**config.mk**
```make
export PLATFORM = sky130hd
export DESIGN_NAME = axis_framer_flat
export DESIGN_NICKNAME = d
export VERILOG_FILES = /design/src/rtl/axis_framer_pkg.sv /design/src/rtl/axis_framer_if.sv /design/src/rtl/axis_framer.sv /design/src/flat_wrapper.sv
export SDC_FILE = /design/constraint.sdc
export NUM_CORES = 1
export LEC_CHECK = 0
export CAP_MARGIN = 20
export CELL_PAD_IN_SITES_DETAIL_PLACEMENT = 1
export CELL_PAD_IN_SITES_GLOBAL_PLACEMENT = 1
export CORE_MARGIN = 2
export CORE_UTILIZATION = 43
export DETAILED_ROUTE_END_ITERATION = 12
export DONT_BUFFER_PORTS = 1
export PLACE_DENSITY_LB_ADDON = 0.1
export REMOVE_ABC_BUFFERS = 1
export SETUP_SLACK_MARGIN = 0.5
export SYNTH_ARGS = -nofsm -noshare
export SYNTH_HDL_FRONTEND = slang
export SYNTH_SLANG_ARGS = --single-unit
```
**constraint.sdc**
```tcl
create_clock -name aclk -period 1.9 [get_ports aclk]
set_clock_uncertainty 0.2 [all_clocks]
set_input_delay 0.285 -clock aclk [delete_from_list [all_inputs] [get_ports aclk]]
set_output_delay 0.285 -clock aclk [all_outputs]
set_load 0.005 [all_outputs]
```
**src/rtl/axis_framer_pkg.sv**
```systemverilog
// Framing constants, framer state enum and escape-class test.
// Shared by the framer and the deframer.
package axis_framer_pkg;

  localparam logic [7:0] START_BYTE  = 8'h7D;
  localparam logic [7:0] STOP_BYTE   = 8'h7E;
  localparam logic [7:0] ESCAPE_BYTE = 8'h7F;

  typedef enum logic [1:0] {
    ST_IDLE,
    ST_DATA,
    ST_ESC,
    ST_STOP
  } fr_state_t;

  function automatic logic needs_esc(
    input logic [7:0] b
  );
    return (b == ESCAPE_BYTE) ||
           (b == START_BYTE)  ||
           (b == STOP_BYTE);
  endfunction

endpackage

```
**src/rtl/axis_framer_if.sv**
```systemverilog
// Byte-wide AXI4-Stream bundle: tvalid, tready, tdata[7:0], tlast.
// master drives valid/data/last, slave drives ready.
interface axis_framer_if;

  logic       tvalid;
  logic       tready;
  logic [7:0] tdata;
  logic       tlast;

  modport master (
    output tvalid,
    output tdata,
    output tlast,
    input  tready
  );

  modport slave (
    input  tvalid,
    input  tdata,
    input  tlast,
    output tready
  );

endinterface

```
**src/rtl/axis_framer.sv**
```systemverilog
// AXI4-Stream packet to self-delimiting byte stream framer.
// Ports: aclk, areset (async, active-high), target (slave
// payload in), initiator (master framed bytes out).
module axis_framer
  import axis_framer_pkg::*;
#(
  parameter bit TLAST_ON_STOP = 1'b1
) (
  input  logic          aclk,
  input  logic          areset,
  axis_framer_if.slave  target,
  axis_framer_if.master initiator
);

  fr_state_t  state;
  logic       vld;
  logic [7:0] dat;
  logic       lst;
  logic       advance;
  logic       esc;

  assign advance = !vld || initiator.tready;
  assign esc     = needs_esc(target.tdata);

  // Escaped bytes stay on the target bus until
  // the ESC cycle consumes them.
  assign target.tready = advance &&
    ((state == ST_DATA && !esc) ||
     (state == ST_ESC));

  assign initiator.tvalid = vld;
  assign initiator.tdata  = dat;
  assign initiator.tlast  = lst;

  always_ff @(posedge aclk or posedge areset) begin
    if (areset) begin
      state <= ST_IDLE;
      vld   <= 1'b0;
      dat   <= 8'h00;
      lst   <= 1'b0;
    end else if (advance) begin
      vld <= 1'b0;
      lst <= 1'b0;
      unique case (1'b1)
        (state == ST_IDLE): begin
          if (target.tvalid) begin
            vld   <= 1'b1;
            dat   <= START_BYTE;
            state <= ST_DATA;
          end
        end
        (state == ST_DATA): begin
          if (target.tvalid) begin
            vld <= 1'b1;
            if (esc) begin
              dat   <= ESCAPE_BYTE;
              state <= ST_ESC;
            end else begin
              dat <= target.tdata;
              if (target.tlast)
                state <= ST_STOP;
            end
          end
        end
        (state == ST_ESC): begin
          if (target.tvalid) begin
            vld   <= 1'b1;
            dat   <= target.tdata;
            state <= target.tlast ? ST_STOP
                                  : ST_DATA;
          end
        end
        (state == ST_STOP): begin
          vld   <= 1'b1;
          dat   <= STOP_BYTE;
          lst   <= TLAST_ON_STOP;
          state <= ST_IDLE;
        end
        default: state <= ST_IDLE;
      endcase
    end
  end

endmodule
```
**src/flat_wrapper.sv**
```systemverilog
// flat-port wrapper written by rule: the top's interface ports become plain ports
module axis_framer_flat import axis_framer_pkg::*;
#(
  parameter bit TLAST_ON_STOP = 1'b1
)
  (aclk, areset, target_tvalid, target_tdata, target_tlast, target_tready, initiator_tvalid, initiator_tdata, initiator_tlast, initiator_tready);
  axis_framer_if target_i ();
  axis_framer_if initiator_i ();
  input  logic aclk;
  input  logic areset;
  input wire logic [$bits(target_i.tvalid)-1:0] target_tvalid;
  input wire logic [$bits(target_i.tdata)-1:0] target_tdata;
  input wire logic [$bits(target_i.tlast)-1:0] target_tlast;
  output wire logic [$bits(target_i.tready)-1:0] target_tready;
  output wire logic [$bits(initiator_i.tvalid)-1:0] initiator_tvalid;
  output wire logic [$bits(initiator_i.tdata)-1:0] initiator_tdata;
  output wire logic [$bits(initiator_i.tlast)-1:0] initiator_tlast;
  input wire logic [$bits(initiator_i.tready)-1:0] initiator_tready;
  assign target_i.tvalid = target_tvalid;
  assign target_i.tdata = target_tdata;
  assign target_i.tlast = target_tlast;
  assign target_tready = target_i.tready;
  assign initiator_tvalid = initiator_i.tvalid;
  assign initiator_tdata = initiator_i.tdata;
  assign initiator_tlast = initiator_i.tlast;
  assign initiator_i.tready = initiator_tready;
  axis_framer #(.TLAST_ON_STOP(TLAST_ON_STOP)) u_core (.aclk(aclk), .areset(areset), .target(target_i), .initiator(initiator_i));
endmodule
```
* Word-level counts from Yosys, hierarchy flattened
Cells that the tools add are included.
** Cells by class
- Reductions and logical operators :: 13
- Mux-type cells :: 15
- Equality and inequality tests :: 10
** Operator list (number)
- 8-bit two-way mux :: 4
- 8-bit one-hot mux with 4 select lines :: 1
- 8-bit by 7-bit equality test with 1-bit output, second input constant :: 3
- 2-bit two-way mux :: 6
- 5-bit AND reduction :: 2
- 2-bit != test, second input constant :: 3
- 2-bit one-hot mux with 3 select lines :: 1
- 2-bit equality test, second input constant :: 2
- 1-bit logical OR :: 4
- 4-bit nonzero test :: 1
- 3-bit by 2-bit != test with 1-bit output, second input constant :: 1
- 3-bit OR reduction :: 1
- 2-bit by 1-bit equality test with 1-bit output, second input constant :: 1
- 1-bit logical AND :: 2
- 1-bit zero test :: 2
- 2-bit zero test :: 1
- 1-bit two-way mux :: 2
- 1-bit one-hot mux with 2 select lines :: 1
** Storage, ports and cells
- Flip-flop bits (word level) :: 12
- Bits of input ports :: 13
- Word-level logic and storage cells :: 42
- Output and inout port bits :: 11

* Logic depth before layout (Yosys ltp)
Gate-level depths: netlist (run 1).
- Depth in word-level cells :: 7
- Depth in mapped cells :: 5
- Mapped depth without buffers :: 3

* Worst setup path after synthesis (run 1)
Ideal clock, no wire load.
- Path type :: reg2reg
- From :: register u_core.vld, in the netlist u_core.initiator.tvalid
- To :: register u_core.dat[1], in the netlist u_core.initiator.tdata[1]
- Stages on the path, launching flop included :: 5
- Library setup time :: 121 ps
- Data required time :: 1579 ps
- Clock period less this slack :: 1429 ps
- Arrival :: 1109 ps
- Slack :: 471 ps
- Path buffers :: 1
- Cells stage by stage :: dfrtp_1 nor2b_1 or2_1 buf_2 a22o_1
** On the way
- Longest elaborated chain between the ends :: 3
** Ends and longest elaborated chain
- start: declaration :: line axis_framer.sv:16 : logic vld;
- start signal: assignment :: line axis_framer.sv:38 : vld <= 1'b0;
- start signal: assignment :: line axis_framer.sv:42 : vld <= 1'b0;
- start signal: assignment :: line axis_framer.sv:47 : vld <= 1'b1;
- 1-bit zero test :: line axis_framer.sv:22 : assign advance = !vld || initiator.tready;
- 1-bit logical OR :: line axis_framer.sv:22
- 5-bit AND reduction (no line)
- end signal: assignment :: line axis_framer.sv:59 : dat <= target.tdata;
- end signal: assignment :: line axis_framer.sv:68 : dat <= target.tdata;
- end: declaration :: line axis_framer.sv:17 : logic [7:0] dat;
No other way between the ends.
A chain may end at the register's enable or synchronous reset.

* Final worst setup path (run 1)
- From :: register u_core.vld, in the netlist u_core.initiator.tvalid
- To :: output port target_tready
** On the way
- Longest elaborated chain between the ends :: 3
** Ends and longest elaborated chain
- 1-bit zero test :: line axis_framer.sv:22
- 1-bit logical OR :: line axis_framer.sv:22
- 1-bit logical AND :: line axis_framer.sv:27 : assign target.tready = advance &&
- end: declaration :: line flat_wrapper.sv:14 : output wire logic [$bits(target_i.tready)-1:0] target_tready;
No other way between the ends.

==> out/metrics.yaml, run 1 <==
sta:
  post-route-min-period_ns: 1.610
  slew_violations: 0
  rsz0062_at_grt: "yes"
  slew_headroom_pct: 69.21
  max_freq_mhz: 621.0
  finalCritPeriodShare_pct: 84.76
  setup_tns_ns: 0
  setup-violations-final: 0
  finalHoldViolations: 0
  worstMarginPinSlew_ns: 0.4614
detailed_routing:
  vias: 608
  drtIter0Drc: 6
  viasPerCell: 5.846
  ant_nets: 0
  finalWirelength_um: 2034
  drc: 0
  routedWlPerCell_um: 19.56
  drtPass1Iterations: 3
global_routing:
  grt_pass1_vias: 609
  antenna_found_initial: 0
  grt_max_degree: 13
  grt_pass1_wl_um: 2863
  overflow: 0
  track_usage_pct: 21.13
run:
  drv_cap: 0
setup_path:
  worst_path_max_delay_cell: "dfrtp_2"
  critPathKind: "reg -> out"
  start_kind: "register"
  r2r_cells: 4
  worstPathArrival_ns: 1.13
  required_ns: 1.41
  worstSetupEndpointType: "output pin"
  cp_slowest_stage_delay_ns: 0.45
  cp_max_fo: 3
  path_cells: "nor2b_4, buf_6, o22ai_2"
run_status:
  status: "finished clean"
cells_and_area:
  nFillCells: 148
  multi_input_area_um2: 416.7
  ff_latch_area_um2: 304.0
  drive_gt1_share_pct: 35.23
  final_area_um2: 993.5
  post-route-util_pct: 67.52
  area_growth_pct: 49.25
  nets: 103
  insertedDiodeCount: 0
synth:
  synth-warning-count: 0
  ys_ff_latch: 12
  synth.cells.most_frequent: "dfrtp_1, a21oi_1, inv_1, nand2_1, nor4b_1"
  synthDistinctLibCells: 27
  syn-cell-area_um2: 665.6
  ys_async_sr_fraction_pct: 100.0
  syn_area_per_cell_um2: 9.375
  yosysMostFrequentCell: "dfrtp_1"
  syn_inst: 71
  synth_top_cell_by_area: "dfrtp_1"
  synth_edf_count: 0
  ys_seq_area_share_pct: 45.11
  netlist.area_leader.share_pct: 45.11
  netlist_top_cells_area: "dfrtp_1, nor4b_1, a21oi_1"
  ys.flop_type: "dfrtp_1"
cts:
  cts_sinks: 12
  cts_buffers: 3
  tritoncts: "done"
  cts.clk_slew.worst_paths_ns: 0.07
  clock_path_buffers: 2
  clkLatencyLatePin_ns: 0.26
  htreeDepth: 1
  root_buffer: "clkbuf_4"
place:
  io_buffers: 0
  placed_area_um2: 683.2
  gp_congestion: 0.7404
  place_hpwl_um: 1146
floorplanning:
  die-width_um: 43.35
  top_level_ports: 24
  core_area_um2: 1471
  die_area_um2: 1879
  placementRows: 14
  initial_core_util_pct: 45.24
  die_y_um: 43.35
worst_hold_path:
  min_path_cells: 2
  hold_class: "in -> reg"
pwr:
  powerDensity_nw_per_um2: 1362
  ir_drop_uv: 691.6
  leakage_nw: 0.4498
[metal layers]
layer	wire length [µm]	vias to the layer above	track usage, %
met2	1177	14	37.01
met4	10	0	9.091
met3	73	2	5.000
li1	-	282	-
met5	0	-	0
met1	772	310	24.47
[state kept, by name, indices dropped and copies added, names as in the netlist]
name and flops:
u_core.state 2, u_core.initiator.tvalid 1, u_core.initiator.tlast 1, u_core.initiator.tdata 8
[path summary, 6_finish.rpt]
check | startpoint | end | slack, ns
max | u_core.initiator.tvalid | target_tready | 0.29
min in group asynchronous | areset | u_core.initiator.tdata[5] | 0.27
min | target_tvalid | u_core.state[0] | 0.009
max reg2reg | u_core.initiator.tvalid | u_core.initiator.tdata[1] | 0.38
max in group asynchronous | areset | u_core.state[1] | 0.89
min reg2reg | u_core.initiator.tlast | u_core.initiator.tlast | 0.31
[metrics by stage]
| stage | hold slack (ns) | power (W) | setup slack, ns | cells |
|---|---|---|---|---|
| after CTS | -0.07829 | 0.001203 | 0.3099 | 98 |
| after global routing | 0.01687 | 0.001453 | 0.2445 | 104 |
| final | 0.009479 | 0.001353 | 0.2896 | 104 |
| after global placement | 0.01607 | 0.0008540 | 0.3714 | 87 |
| after detailed placement | 0.01426 | 0.0008677 | 0.3676 | 87 |
| after floorplan | -0.05030 | 0.0007346 | 0.3395 | 66 |
[layout by cell type (no fill, tap or decap), types with 3 or more instances in the layout]
cell type,count
dfrtp_2,3
inv_1,8
nor4b_4,5
buf_4,5
clkbuf_4,3
o21ai_1,3
buf_6,6
dfrtp_1,9
a21oi_1,8
nand2_1,5
dlygate4sd3_1,6
[cell families (layout without fill, tap and decap cells)]
group,after synthesis,in the layout,synth area share [%]
compound gates,23,23,21.80
flops,12,12,45.11
xor+xnor,1,1,2.444
simple gates,22,22,20.11
buf+inv,13,30,10.53
[report_power, final]
part           internal (W)  switching [W]
Sequential         0.000367       0.000109
Clock             0.0000730      0.0000777
Combinational      0.000412       0.000315
[critical path, delay by kind of cell (launching register included)]
family	cells	cell delay, ns
and+or+nand+nor	1	0.15
buffers and inverters	1	0.12
AOI/OAI and AO/OA	1	0.15
DFF	1	0.45
[layout make-up]
type                    instances  share of cell area, %
flip-flops and latches         12                  30.60
inverters                       8                  3.023
clock buffers                   3                  2.267
well taps                      16                  2.015
repair buffers                 19                  20.15
multi-input cells              46                  41.94
[repair_timing]
action,CTS,global route
hold buffers,6,0
pin swaps,3,5
endpoints found under the hold margin,19,0
buffers inserted,2,6
endpoints found under the setup margin,10,10
gates resized for setup,20,10
Power figures use the tool's default switching activity.
==> inputs of run 2 (changes only) <==
CORE_UTILIZATION = 38   (was 43)
clock period = 1.43 ns   (was 1.9 ns; I/O delays follow)
==> out/metrics.yaml, run 2 (synthesized netlist as in run 1, its figures left out) <==
run_status:
  status: "finished with violations"
  violations: "hold timing, setup timing"
sta:
  finalHoldViolations: 20
  post-route-min-period_ns: 1.652
  setup-violations-final: 11
  max_freq_mhz: 605.5
  final.setup.worst_slack_ns: -0.2216
  worstMarginPinSlew_ns: 0.4933
  timing.hold.ws_ns: -0.3909
  slew_violations: 0
  rsz0062_at_grt: "yes"
  slew_headroom_pct: 66.97
  finalCritPeriodShare_pct: 115.5
cts:
  cts_sinks: 12
  clkLatencyLatePin_ns: 0.30
  clock_path_buffers: 2
  cts.clk_slew.worst_paths_ns: 0.09
  holdBufCountCts: 1
  tritoncts: "done"
  htreeDepth: 1
  root_buffer: "clkbuf_4"
  cts_buffers: 3
pwr:
  ir_drop_uv: 869.2
  leakage_nw: 0.5188
  powerDensity_nw_per_um2: 1917
cells_and_area:
  multi_input_area_um2: 441.7
  area_growth_pct: 65.04
  post-route-util_pct: 65.04
  final_common_cell: "buf_6"
  layout_common_cells: "buf_6, buf_4, dfrtp_1"
  drive_gt1_share_pct: 52.04
  fin_cells: 115
  largest_reg_flops: 8
  insertedDiodeCount: 0
  nets: 112
  nFillCells: 184
  ff_latch_area_um2: 300.3
floorplanning:
  die-width_um: 45.86
  die_y_um: 45.86
  initial_core_util_pct: 39.41
  die_area_um2: 2103
  top_level_ports: 24
  core_area_um2: 1689
  placementRows: 15
detailed_routing:
  routedWlPerCell_um: 20.30
  ant_nets: 0
  vias: 645
  finalWirelength_um: 2334
  drtIter0Drc: 6
  drc: 0
  drtPass1Iterations: 4
  viasPerCell: 5.609
global_routing:
  track_usage_pct: 23.79
  grt_pass1_vias: 670
  grt_max_degree: 13
  grt_pass1_wl_um: 3429
  overflow: 0
  antenna_found_initial: 0
setup_path:
  crit_family: "flip-flops"
  worst_path_max_delay_cell: "dfrtp_1"
  cp_slowest_stage_delay_ns: 0.41
  required_ns: 1.02
  critPathBufInv: 2
  worstSetupEndpointType: "output pin"
  cp_max_fo: 2
  critPathKind: "reg -> out"
  worstPathArrival_ns: 1.24
  r2r_start: "u_core.initiator.tvalid"
  start_kind: "register"
  crit_top_cell: "buf_6"
  path_cells: "nor2b_4, buf_6, buf_6, o22ai_4"
  cp-startpoint: "u_core.initiator.tvalid"
worst_hold_path:
  hold_class: "in -> async"
place:
  io_buffers: 0
  dp.cells: 99
  pre_cts_ws_ns: -0.06448
  gp_congestion: 0.6987
  place_hpwl_um: 1287
run:
  drv_cap: 0
[run 2: timing repair]
item | 4_1_cts | 5_1_grt
resized for setup | 34 | 8
pin swaps | 11 | 4
hold endpoints to repair | 21 | 21
endpoints found under the setup margin | 23 | 23
buffers inserted | 8 | 3
[run 2: area by class of cell]
cell class	instances	share of cell area, %
multi-input cells	46	40.21
flip-flops and latches	12	27.33
repair buffers	28	24.49
clock buffers	4	3.303
inverters	8	2.733
well taps	17	1.936
[run 2: metrics by stage]
step,total power (W),TNS [ns],instance area (µm²)
floorplan,0.0009761,-1.077,625.6
global placement,0.001273,-0.1199,767.0
finish,0.002106,-0.9905,1099
CTS,0.001964,-0.4813,1041
detailed placement,0.001298,-0.2722,767.0
global route,0.002247,-1.562,1099
[run 2: report_power, final]
part / internal (W) / switching [W]
Combinational: 0.000679 / 0.000530
Clock: 0.000156 / 0.000146
Sequential: 0.000481 / 0.000114
[run 2: worst paths after layout]
check	endpoint	slack, ns	cells past startpoint
worst max-delay path	target_tready	-0.22	4
worst min register to register	u_core.initiator.tlast	0.33	2
worst min-delay path	u_core.initiator.tdata[4]	-0.39	1
max in group asynchronous	u_core.state[0]	1.08	1
worst max register to register	u_core.state[0]	-0.17	7
min in group aclk	u_core.initiator.tdata[6]	-0.13	2
[run 2: layer usage]
metal  up-vias  track usage [%]  share of wire (%)
li1        306                -                  -
met1       311            28.99                 38
met2        21            39.44                 54
met3         7            7.937                4.2
met4         0            6.857                3.4
met5         -                0                  0
==> inputs of run 3 (changes only) <==
PLACE_DENSITY = 0.71   (was unset)
PLACE_DENSITY_LB_ADDON = unset   (was 0.1)
==> out/metrics.yaml, run 3 (synthesized netlist as in run 1, its figures left out) <==
run_status:
  violations: "hold timing, setup timing"
  status: "finished with violations"
global_routing:
  grt_busiest_layer: "met2"
  globalRouteMet1Util_pct: 22.12
  grt_use_met2_pct: 43.61
  antenna_found_initial: 0
  grt_pass1_vias: 696
  grt_pass1_wl_um: 3222
  track_usage_pct: 22.13
  grtUsageMet3_pct: 2.778
  overflow: 0
  grt_max_degree: 13
floorplanning:
  die_y_um: 45.86
  die_area_um2: 2103
  core_area_um2: 1689
  top_level_ports: 24
  die-width_um: 45.86
  initial_core_util_pct: 39.41
  placementRows: 15
setup_path:
  path_cells: "nor2b_4, buf_6, buf_6, o22ai_4"
  critPathKind: "reg -> out"
  cp_slowest_stage_delay_ns: 0.40
  start_kind: "register"
  worstSetupPathDepth: 4
  worst_path_max_delay_cell: "dfrtp_1"
  crit_family: "flip-flops"
  r2r_cells: 5
  crit_top_cell: "buf_6"
  cp_max_fo: 3
  critPathBufInv: 2
  worstPathArrival_ns: 1.17
  worstSetupEndpointType: "output pin"
  required_ns: 1.02
detailed_routing:
  routedWlPerCell_um: 21.31
  drtPass1Iterations: 5
  ant_nets: 0
  drc: 0
  drtIter0Drc: 2
  finalWirelength_um: 2429
  viasPerCell: 5.886
  vias: 671
cells_and_area:
  ff_latch_area_um2: 300.3
  area_growth_pct: 68.23
  layout_common_cells: "buf_6, buf_4, dfrtp_1"
  final_common_cell: "buf_6"
  nFillCells: 180
  multi_input_area_um2: 467.9
  insertedDiodeCount: 0
  drive_gt1_share_pct: 54.64
  nets: 112
  largest_reg_flops: 8
sta:
  post-route-min-period_ns: 1.588
  final.setup.worst_slack_ns: -0.1584
  timing.hold.ws_ns: -0.3548
  max_freq_mhz: 629.6
  rsz0062_at_grt: "yes"
  finalCritPeriodShare_pct: 111.1
  setup_tns_ns: -1.428
  worstMarginPinSlew_ns: 0.4748
  setup-violations-final: 11
  slew_headroom_pct: 68.31
  slew_violations: 0
  finalHoldViolations: 17
place:
  io_buffers: 0
  gp_congestion: 0.7579
  place_hpwl_um: 1294
  pre_cts_ws_ns: -0.09425
cts:
  clock_path_buffers: 2
  clkLatencyLatePin_ns: 0.26
  htreeDepth: 1
  cts_sinks: 12
  tritoncts: "done"
  cts_buffers: 3
  cts.clk_slew.worst_paths_ns: 0.07
  root_buffer: "clkbuf_4"
run:
  drv_cap: 0
pwr:
  ir_drop_uv: 892.0
  powerDensity_nw_per_um2: 1942
  leakage_nw: 0.5230
worst_hold_path:
  hold_class: "in -> async"
-- run 3: report_power, final --
part	leakage [nW]	switching [W]	internal, W
Combinational	0.374	0.000578	0.000783
Sequential	0.136	0.000128	0.000481
Clock	0.0138	0.000108	0.0000972
Total	0.523	0.000813	0.00136
-- run 3: layout make-up --
type                    instances  share of cell area (%)
clock buffers                   3                   2.011
inverters                       8                   2.682
well taps                      17                   1.899
repair buffers                 28                   24.80
flip-flops and latches         12                   26.82
multi-input cells              46                   41.79
-- run 3: per-stage QoR --
stage | area [µm²] | utilization [%] | total power [W] | instances | hold slack [ns]
2_1_floorplan | 625.6 | - | 0.0009761 | 66 | -0.1208
3_5_place_dp | 752.0 | 44.52 | 0.001261 | 97 | -0.05373
4_1_cts | 1039 | 61.48 | 0.001942 | 110 | -0.3483
3_3_place_gp | 752.0 | 44.52 | 0.001234 | 97 | -0.05846
6_report | 1120 | 66.30 | 0.002175 | 114 | -0.3548
5_1_grt | 1120 | 66.30 | 0.002317 | 114 | -0.3300
-- run 3: final timing paths --
kind,slack [ns],to,from
hold reg to reg,0.33,u_core.initiator.tdata[7],u_core.initiator.tdata[7]
hold / removal,-0.35,u_core.initiator.tdata[0],areset
min in group aclk,-0.10,u_core.initiator.tdata[3],target_tdata[3]
max in group asynchronous,1.06,u_core.initiator.tdata[6],areset
setup reg to reg,-0.15,u_core.initiator.tdata[1],u_core.initiator.tvalid
setup / recovery,-0.16,target_tready,u_core.initiator.tvalid
-- run 3: what timing repair did --
item | 4_1_cts | 5_1_grt
endpoints found under the setup margin | 23 | 23
endpoints found under the hold margin | 20 | 20
buffers inserted | 10 | 3
gates resized for setup | 33 | 11
pin swaps | 12 | 7
-- run 3: metal layers --
layer	vias to the layer above	part of all wire, %
met5	-	0
met2	24	58
met3	10	4.4
li1	304	-
met1	333	35
met4	0	3.5
